**config.mk**
```make
export PLATFORM = sky130hd
export DESIGN_NAME = logic_gate_pipe_flat
export DESIGN_NICKNAME = d
export VERILOG_FILES = /design/src/rtl/logic_gate_pkg.sv /design/src/rtl/logic_gate_pipe_if.sv /design/src/rtl/logic_pipe_stage.sv /design/src/rtl/logic_gate_pipe.sv /design/src/flat_wrapper.sv
export SDC_FILE = /design/constraint.sdc
export NUM_CORES = 1
export LEC_CHECK = 0
export ABC_AREA = 1
export CORE_MARGIN = 1
export CORE_UTILIZATION = 54
export CTS_BUF_LIST = sky130_fd_sc_hd__clkbuf_4
export CTS_CLUSTER_SIZE = 20
export DETAILED_ROUTE_END_ITERATION = 6
export GPL_ROUTABILITY_DRIVEN = 0
export PLACE_DENSITY = 0.83
export SLEW_MARGIN = 15
export SYNTH_ARGS = -nofsm -noshare
export SYNTH_HDL_FRONTEND = slang
export SYNTH_HIERARCHICAL = 1
export SYNTH_SLANG_ARGS = --single-unit
export TNS_END_PERCENT = 50
```
**constraint.sdc**
```tcl
create_clock -name clk -period 2.75 [get_ports clk]
set_clock_uncertainty 0.05 [all_clocks]
set_input_delay 0.275 -clock clk [delete_from_list [all_inputs] [get_ports clk]]
set_output_delay 0.275 -clock clk [all_outputs]
set_load 0.005 [all_outputs]
```
**src/rtl/logic_gate_pkg.sv**
```systemverilog
// Shared types and the bitwise reduction used by the logic pipe.
// Latency: none (types and a combinational helper function only).
// Backpressure: not applicable.
package logic_gate_pkg;

    localparam int OP_W      = 3;
    localparam int CNT_W_DEF = 16;

    // Upper bounds for the shared reduction helper; WIDTH must not exceed MAX_W.
    localparam int MAX_W  = 64;
    localparam int MAX_IN = 8;

    typedef enum logic [OP_W-1:0] {
        OP_AND     = 3'd0,
        OP_OR      = 3'd1,
        OP_XOR     = 3'd2,
        OP_NAND    = 3'd3,
        OP_NOR     = 3'd4,
        OP_XNOR    = 3'd5,
        OP_PASS    = 3'd6,
        OP_ILLEGAL = 3'd7
    } op_e;

    typedef logic [MAX_IN-1:0][MAX_W-1:0] opnd_vec_t;

    // Bitwise reduction of the first n operands; XOR is per-bit odd parity.
    function automatic logic [MAX_W-1:0] logic_reduce(input op_e op,
                                                      input opnd_vec_t opnds,
                                                      input int unsigned n);
        logic [MAX_W-1:0] r_and;
        logic [MAX_W-1:0] r_or;
        logic [MAX_W-1:0] r_xor;
        logic [MAX_W-1:0] r;
        r_and = '1;
        r_or  = '0;
        r_xor = '0;
        for (int unsigned i = 0; i < MAX_IN; i++) begin
            if (i < n) begin
                r_and = r_and & opnds[i];
                r_or  = r_or  | opnds[i];
                r_xor = r_xor ^ opnds[i];
            end
        end
        case (op)
            OP_AND:     r = r_and;
            OP_OR:      r = r_or;
            OP_XOR:     r = r_xor;
            OP_NAND:    r = ~r_and;
            OP_NOR:     r = ~r_or;
            OP_XNOR:    r = ~r_xor;
            OP_PASS:    r = opnds[0];
            OP_ILLEGAL: r = '0;
            default:    r = '0;
        endcase
        return r;
    endfunction

endpackage

```
**src/rtl/logic_gate_pipe_if.sv**
```systemverilog
// Streaming bus of the logic pipe: operand input, result output, status.
// Latency: none (wiring only).
// Backpressure: in_ready/out_ready valid-ready handshakes on each side.
interface logic_gate_pipe_if
    import logic_gate_pkg::*;
#(
    parameter int WIDTH  = 8,
    parameter int NUM_IN = 2,
    parameter int CNT_W  = CNT_W_DEF
);
    logic                    in_valid;
    logic                    in_ready;
    logic [NUM_IN*WIDTH-1:0] in_data;
    logic [OP_W-1:0]         in_op;
    logic                    out_valid;
    logic                    out_ready;
    logic [WIDTH-1:0]        out_y;
    logic [OP_W-1:0]         out_op;
    logic [CNT_W-1:0]        out_count;
    logic                    err_op;

    // Producer/consumer side (bench or upstream proxy).
    modport master (
        output in_valid, in_data, in_op, out_ready,
        input  in_ready, out_valid, out_y, out_op, out_count, err_op
    );

    // The logic pipe itself.
    modport slave (
        input  in_valid, in_data, in_op, out_ready,
        output in_ready, out_valid, out_y, out_op, out_count, err_op
    );
endinterface

```
**src/rtl/logic_pipe_stage.sv**
```systemverilog
// One elastic register stage: holds a valid bit and a data word.
// Latency: 1 cycle from upstream acceptance to downstream valid.
// Backpressure: ready upstream when empty or draining this cycle (comb from dn_rdy_i).
module logic_pipe_stage #(
    parameter int DW = 11
) (
    input  logic          clk,
    input  logic          rst,
    input  logic          up_vld_i,
    input  logic [DW-1:0] up_dat_i,
    output logic          up_rdy_o,
    output logic          dn_vld_o,
    output logic [DW-1:0] dn_dat_o,
    input  logic          dn_rdy_i
);
    logic          vld_q;
    logic          vld_d;
    logic [DW-1:0] dat_q;
    logic [DW-1:0] dat_d;
    logic          load;

    assign up_rdy_o = ~vld_q | dn_rdy_i;
    assign load     = up_vld_i & up_rdy_o;
    assign dn_vld_o = vld_q;
    assign dn_dat_o = dat_q;

    // Next state: load on acceptance, empty when drained with nothing behind.
    always_comb begin
        vld_d = vld_q;
        dat_d = dat_q;
        if (load) begin
            vld_d = 1'b1;
            dat_d = up_dat_i;
        end else if (dn_rdy_i) begin
            vld_d = 1'b0;
        end
    end

    // Stage registers with synchronous reset.
    always_ff @(posedge clk) begin
        if (rst) begin
            vld_q <= 1'b0;
            dat_q <= '0;
        end else begin
            vld_q <= vld_d;
            dat_q <= dat_d;
        end
    end
endmodule

```
**src/rtl/logic_gate_pipe.sv**
```systemverilog
// Pipelined multi-operand bitwise logic unit with op select, counter and error flag.
// Latency: STAGES cycles from acceptance to out_valid with no stall.
// Backpressure: elastic chain; in_ready is comb from out_ready, capacity STAGES.
module logic_gate_pipe
    import logic_gate_pkg::*;
#(
    parameter int WIDTH  = 8,
    parameter int NUM_IN = 2,
    parameter int STAGES = 2,
    parameter int CNT_W  = CNT_W_DEF
) (
    input logic               clk,
    input logic               rst,
    logic_gate_pipe_if.slave  bus
);
    localparam int DW = WIDTH + OP_W;

    opnd_vec_t        opnds;
    logic [WIDTH-1:0] y_comb;

    logic [STAGES:0]  vld;
    logic [STAGES:0]  rdy;
    logic [DW-1:0]    dat [STAGES+1];

    logic             accept;
    logic             consume;
    logic [CNT_W-1:0] cnt_q;
    logic [CNT_W-1:0] cnt_d;
    logic             err_q;
    logic             err_d;

    // Spread the packed operand bus into the reduction helper's fixed-size slots.
    always_comb begin
        opnds = '0;
        for (int unsigned i = 0; i < NUM_IN; i++) begin
            opnds[i][WIDTH-1:0] = bus.in_data[i*WIDTH +: WIDTH];
        end
    end

    assign y_comb = WIDTH'(logic_reduce(op_e'(bus.in_op), opnds, NUM_IN));

    assign vld[0]      = bus.in_valid;
    assign dat[0]      = {y_comb, bus.in_op};
    assign rdy[STAGES] = bus.out_ready;

    for (genvar g = 0; g < STAGES; g++) begin : g_stage
        logic_pipe_stage #(.DW(DW)) u_stage (
            .clk      (clk),
            .rst      (rst),
            .up_vld_i (vld[g]),
            .up_dat_i (dat[g]),
            .up_rdy_o (rdy[g]),
            .dn_vld_o (vld[g+1]),
            .dn_dat_o (dat[g+1]),
            .dn_rdy_i (rdy[g+1])
        );
    end

    // Reset masks ready so nothing is accepted while the chain is being cleared.
    assign bus.in_ready  = rdy[0] & ~rst;
    assign bus.out_valid = vld[STAGES];
    assign bus.out_y     = dat[STAGES][DW-1:OP_W];
    assign bus.out_op    = dat[STAGES][OP_W-1:0];
    assign bus.out_count = cnt_q;
    assign bus.err_op    = err_q;

    assign accept  = bus.in_valid & bus.in_ready;
    assign consume = vld[STAGES] & bus.out_ready;

    // Counter advances per consumption (wraps naturally); err flag is sticky.
    always_comb begin
        cnt_d = cnt_q;
        err_d = err_q;
        if (consume) begin
            cnt_d = cnt_q + 1'b1;
        end
        if (accept && (bus.in_op == OP_ILLEGAL)) begin
            err_d = 1'b1;
        end
    end

    // Status registers with synchronous reset.
    always_ff @(posedge clk) begin
        if (rst) begin
            cnt_q <= '0;
            err_q <= 1'b0;
        end else begin
            cnt_q <= cnt_d;
            err_q <= err_d;
        end
    end
endmodule

```
**src/flat_wrapper.sv**
```systemverilog
// flat-port wrapper written by rule: the top's interface ports become plain ports
module logic_gate_pipe_flat import logic_gate_pkg::*;
#(
    parameter int WIDTH  = 8,
    parameter int NUM_IN = 2,
    parameter int STAGES = 2,
    parameter int CNT_W  = CNT_W_DEF
)
  (clk, rst, bus_in_valid, bus_in_data, bus_in_op, bus_out_ready, bus_in_ready, bus_out_valid, bus_out_y, bus_out_op, bus_out_count, bus_err_op);
  logic_gate_pipe_if #(.WIDTH(WIDTH), .NUM_IN(NUM_IN), .CNT_W(CNT_W)) bus_i ();
  input logic clk;
  input logic rst;
  input wire logic [$bits(bus_i.in_valid)-1:0] bus_in_valid;
  input wire logic [$bits(bus_i.in_data)-1:0] bus_in_data;
  input wire logic [$bits(bus_i.in_op)-1:0] bus_in_op;
  input wire logic [$bits(bus_i.out_ready)-1:0] bus_out_ready;
  output wire logic [$bits(bus_i.in_ready)-1:0] bus_in_ready;
  output wire logic [$bits(bus_i.out_valid)-1:0] bus_out_valid;
  output wire logic [$bits(bus_i.out_y)-1:0] bus_out_y;
  output wire logic [$bits(bus_i.out_op)-1:0] bus_out_op;
  output wire logic [$bits(bus_i.out_count)-1:0] bus_out_count;
  output wire logic [$bits(bus_i.err_op)-1:0] bus_err_op;
  assign bus_i.in_valid = bus_in_valid;
  assign bus_i.in_data = bus_in_data;
  assign bus_i.in_op = bus_in_op;
  assign bus_i.out_ready = bus_out_ready;
  assign bus_in_ready = bus_i.in_ready;
  assign bus_out_valid = bus_i.out_valid;
  assign bus_out_y = bus_i.out_y;
  assign bus_out_op = bus_i.out_op;
  assign bus_out_count = bus_i.out_count;
  assign bus_err_op = bus_i.err_op;
  logic_gate_pipe #(.WIDTH(WIDTH), .NUM_IN(NUM_IN), .STAGES(STAGES), .CNT_W(CNT_W)) u_core (.clk(clk), .rst(rst), .bus(bus_i));
endmodule
```
# Word level (Yosys, flattened, before mapping)

Index checks and enable logic that the tools add are counted.
Widths: inputs -> output; s select.

Flip-flop bits (word level): 41
Output and inout port bits: 30
Word-level logic and storage cells: 39

$add $sub $neg: 1
Equality and inequality tests: 7
Multiplexer cells: 5
Bitwise operators: 16
Reduce and logical (&&, ||, !) cells: 4

Operators by type and width:

| operator              | count |
|---|---|
| $pmux 8 s8            | 1 |
| $not 8->8             | 3 |
| $add 16x1->16 const B | 1 |
| $eq 3x3->1 const B    | 4 |
| $and 8x8->8           | 1 |
| $or 8x8->8            | 1 |
| $xor 8x8->8           | 1 |
| $eq 3x2->1 const B    | 2 |
| $and 1x1->1           | 5 |
| $mux 1                | 4 |
| $reduce_bool 2->1     | 2 |
| $eq 3x1->1 const B    | 1 |
| $logic_not 3->1       | 1 |
| $not 1->1             | 3 |
| $or 1x1->1            | 2 |
| $logic_and 1x1->1     | 1 |

# Longest topological paths before layout

Depth in word-level cells: 6
Mapped depth: 11
Mapped depth without buffers: 11

# Cells and area by module

The synthesis kept the hierarchy.

Modules (own cells, without submodules):

| module           | times used | cells each | area an instance (µm²) |
|---|---|---|---|
| logic_gate_pipe  | 1          | 258        | 1,551.5 |
| logic_pipe_stage | 2          | 77         | 553.0 |

# Worst setup path before layout

Ideal clock, no wire load.

Path kind: in2reg
Start point: input bus_in_data[4]
End point: register u_core.g_stage[0].u_stage.dat_q[7]
Arrival time: 1.251 ns
Data required time: 2.636 ns
Slack: 1.385 ns
Cell stages on the path: 10
Path through: inv_1 ha_1 or2_2 nand3_1 nor2_1 o21ai_0 inv_1 nand3_1 nand2_1 nor2_1

RTL lines:

| item                   | line                   | RTL |
|---|---|---|
| start: declaration     | flat_wrapper.sv:14     | `input wire logic [$bits(bus_i.in_data)-1:0] bus_in_data;` |
| end signal: assignment | logic_pipe_stage.sv:46 | `dat_q <= dat_d;` |
| end: declaration       | logic_pipe_stage.sv:18 | `logic [DW-1:0] dat_q;` |

# Worst setup path in the final report

Start point: input bus_out_ready
End point: output bus_in_ready

Longest elaborated chain between the ends: 3

RTL lines:

| item                    | line                   | RTL |
|---|---|---|
| start: declaration      | flat_wrapper.sv:16     | `input wire logic [$bits(bus_i.out_ready)-1:0] bus_out_ready;` |
| $or 1x1->1              | logic_pipe_stage.sv:22 | `assign up_rdy_o = ~vld_q \| dn_rdy_i;` |
| named net u_core.rdy[1] | logic_gate_pipe.sv:22  | `logic [STAGES:0] rdy;` |
| $or 1x1->1              | logic_pipe_stage.sv:22 |  |
| named net u_core.rdy[0] | logic_gate_pipe.sv:22  |  |
| $and 1x1->1             | logic_gate_pipe.sv:60  | `assign bus.in_ready = rdy[0] & ~rst;` |
| end: declaration        | flat_wrapper.sv:17     | `output wire logic [$bits(bus_i.in_ready)-1:0] bus_in_ready;` |

The timed path passes the listed nets, and every way through them passes these cells.

==> impl_summary.log <==
[metrics] worst-path maximum fanout: 2
[metrics] min Tclk post-route: 1990 ps
[metrics] post-synthesis to final-layout area growth: 22.6%
[metrics] Die X-Extent: a little over 70 microns
[metrics] total of fill cells in the finished design: 404
[metrics] number of hold buffers added after cts: 0
[metrics] commonest non-fill, non-tap cell in the layout: nand2_1
[metrics] signal arrival time at the worst endpoint: 1660 ps
[metrics] ports placed on the boundary: 53
[metrics] total count of max-transition violations in the final report: 0
[metrics] kind of end point of the critical path: output port
[metrics] number of search-and-repair iterations in the first detailed-routing pass: 4
[metrics] count of buffers inserted at the top-level ports: 52
[metrics] final critical-path share of the clock period: 72.3%
[metrics] DRC marker count from the first detailed-route iteration: 88
[metrics] starting utilization of the core area: 56.3%
[metrics] CTS max path bufs: 2
[metrics] post-synthesis cell count: about 410
[metrics] final sum of negative setup slack: 0 ps
[metrics] number of diodes: 0
[metrics] vias in the first global route: 2377
[metrics] number of clock sinks: approximately 40
[metrics] clk root buf: clkbuf_4
[metrics] setup repair after global routing missed its margin: no
[metrics] switching share of total power: 27.6%
[metrics] top area cells in the synthesized netlist: dfxtp_1 (31%), nand2_1 (12%), inv_1 (9.9%), nor2_1 (9.6%), nand3_1 (8.9%)
[metrics] run status: finished, final reports clean
[metrics] full die area: between 5000 and 6000 sq um
[metrics] Power, Total: 1.29 mW
[metrics] class of the most critical setup path: in2out
[metrics] total power divided by cell area: 397 nW/um^2
[metrics] Syn Area/Cell: 6.45 sq um
[metrics] DRT Wirelength: 5390 microns
[metrics] Final ANT Viol Nets: 0
[metrics] number of nets at the end of the flow: 503
[metrics] commonest cells after routing, fill and taps aside: nand2_1 (82), inv_1 (70), nor2_1 (68)
[metrics] combinational share of power: approximately 20%
[metrics] sw power: between 0.3 and 0.4 mW
[metrics] HPWL after DPL: a little over 4000 microns
[metrics] static power due to leakage: 1.50 nW
[metrics] average wire length per cell after detail routing: 10.2 microns
[metrics] y dimension of the die: between 70 and 80 microns
[metrics] maximum VDD drop: 0.289 mV
[metrics] number of max-cap violations: 0
[metrics] Seq/Total Area, Yosys: 30.9%
[metrics] Hold WC Path Type: reg2reg
[metrics] vias per cell: 5.01
[metrics] sequential power share: 49.2%
[metrics] remaining global-route overflow: 0
[metrics] Total GRT Usage: 22.8%
[metrics] Post-CTS Setup Repair Bufs: 0
[metrics] fraction of final layout cells sized beyond drive strength 1: under 10%
[metrics] number of synthesis warnings: 6
[metrics] Synth top area share: 30.9%
[metrics] unique cell type count in the Yosys netlist: 25
[metrics] number of synthesized register bits: between 40 and 50
[metrics] DRC violations left: 0
[metrics] internal power: approximately 0.94 mW
[metrics] area of the core: between 4000 and 5000 sq um
[metrics] pin count of the biggest net entering global routing: 25
[metrics] top cell type by total area after synthesis: dfxtp_1
[metrics] endpoint required time on the critical path: about 2400 ps
[metrics] highest clock frequency the design can meet: approximately 0.5 GHz
[metrics] total number of H-tree levels: 2
[metrics] Max-Slew Margin vs Limit: 49.7%
[metrics] initial antenna violation count: 0
[metrics] first-pass GRT wire length: 9480 microns
[metrics] Worst Max-Slew Pin Slew: between 700 and 800 ps
[metrics] cts repair resizes: 0
[metrics] clock tree from TritonCTS: done
[metrics] number of vias in the routed layout: 2659
[metrics] total clock buffers created by CTS: 5
[metrics] Final Setup Violations: 0
[metrics] row count: 25
[metrics] Clk Latency, worst-skew pair: between 300 and 400 ps
[metrics] share of power burned in the clock network: 31.1%
[metrics] post-synthesis net count: 452
[metrics] post-synth design cell area: 2660 sq um
[metrics] clock transition time at the flip-flop clock pins of the worst setup and hold paths: 120 ps
[metrics] count of final hold-check violations: 0
[metrics] critical path startpoint category: input port
==> state kept, by name, summed over array words and instances (netlist names) <==
| name | cells |
|---|---|
| u_core/bus.err_op | 1 |
| u_core/bus.out_count | 16 |
| u_core/g_stage.u_stage/dn_dat_o | 22 |
| u_core/g_stage.u_stage/dn_vld_o | 2 |
==> worst max-delay path, cell delays in order <==
cell and delay [ps]:
clkdlybuf4s50_1 490, inv_1 60, nand2_2 60, inv_1 40
nand2_2 60, inv_1 40, nor2_1 110, clkdlybuf4s50_1 530
==> cell type report <==
cell class              instances  area, sq um  share of cell area (%)
multi-input cells             287         1450                    44.5
flip-flops and latches         41          821                    25.2
repair buffers                 56          551                    16.9
inverters                      72          270                    8.29
well taps                      67         83.8                    2.57
clock inverters                 3         46.3                    1.42
clock buffers                   5         37.5                    1.15
==> routing by layer <==
metal / track usage, % / up-vias / part of all wire [%]
li1: - / 1381 / -
met1: 26.3 / 1197 / 44
met2: 40.3 / 65 / 49
met3: 4.58 / 16 / 4.1
met4: 10.7 / 0 / 3.1
met5: 0 / - / 0
==> final timing paths <==
| kind | start | to | slack, ps | depth (start not counted) |
|---|---|---|---|---|
| max | bus_out_ready | bus_in_ready | 760 | 8 |
| min | u_core/g_stage[0].u_stage/dn_dat_o[9]$_SDFFE_PP0P_ | u_core/g_stage[0].u_stage/dn_dat_o[9]$_SDFFE_PP0P_ | 440 | 2 |
| max reg2reg | u_core/g_stage[1].u_stage/dn_vld_o$_SDFFE_PP0P_ | u_core/bus.out_count[8]$_SDFFE_PP0P_ | 1310 | 7 |
| min reg2reg | u_core/g_stage[0].u_stage/dn_dat_o[9]$_SDFFE_PP0P_ | u_core/g_stage[0].u_stage/dn_dat_o[9]$_SDFFE_PP0P_ | 440 | 2 |
==> logic make-up (layout without fill, tap and decap cells) <==
family / Yosys count / after routing / share of synthesized area [%]
buffers and inverters: 84 / 136 / 14.5
DFF: 41 / 41 / 30.9
adders and majority gates: 17 / 17 / 8.00
and+or+nand+nor: 221 / 221 / 36.9
AOI/OAI and AO/OA: 49 / 49 / 9.65
==> power by group through the flow <==
stage,clock network [mW],logic (mW),registers [mW]
after floorplan,0,0.160,0.650
after global placement,0,0.248,0.650
after detailed placement,0,0.255,0.650
after CTS,0.416,0.256,0.637
after global routing,0.446,0.291,0.642
final,0.403,0.254,0.637
==> stage by stage <==
stage | hold WS (ps) | util, % | cell area [sq um] | std cells | worst slack, ps
3_5_place_dp | 417 | 67.2 | 3180 | 523 | 432
6_report | 445 | 69.0 | 3260 | 531 | 761
4_1_cts | 449 | 69.0 | 3260 | 531 | 748
2_1_floorplan | 287 | - | 2660 | 412 | 1390
3_3_place_gp | 417 | 67.2 | 3180 | 523 | 497
5_1_grt | 481 | 69.0 | 3260 | 531 | 644
==> synthesized netlist by cell type <==
| cell | number |
|---|---|
| ha_1 | 17 |
| buf_6 | 8 |
| inv_1 | 70 |
| nor3b_1 | 1 |
| a21oi_2 | 2 |
| clkbuf_1 | 1 |
| dfxtp_1 | 41 |
| inv_2 | 2 |
| nand2_2 | 2 |
| nor2_1 | 68 |
| buf_4 | 1 |
| a21oi_1 | 30 |
| nand4_1 | 2 |
| o21ai_1 | 4 |
| o21a_1 | 1 |
| nand3_1 | 47 |
| o21ai_0 | 11 |
| nor3_4 | 3 |
| nor3_1 | 2 |
| a31oi_1 | 1 |
| or2_2 | 12 |
| clkbuf_4 | 2 |
| nor2_2 | 1 |
| nand2_1 | 82 |
| nand3_2 | 1 |
No activity file was read; power rests on OpenSTA's default activity.
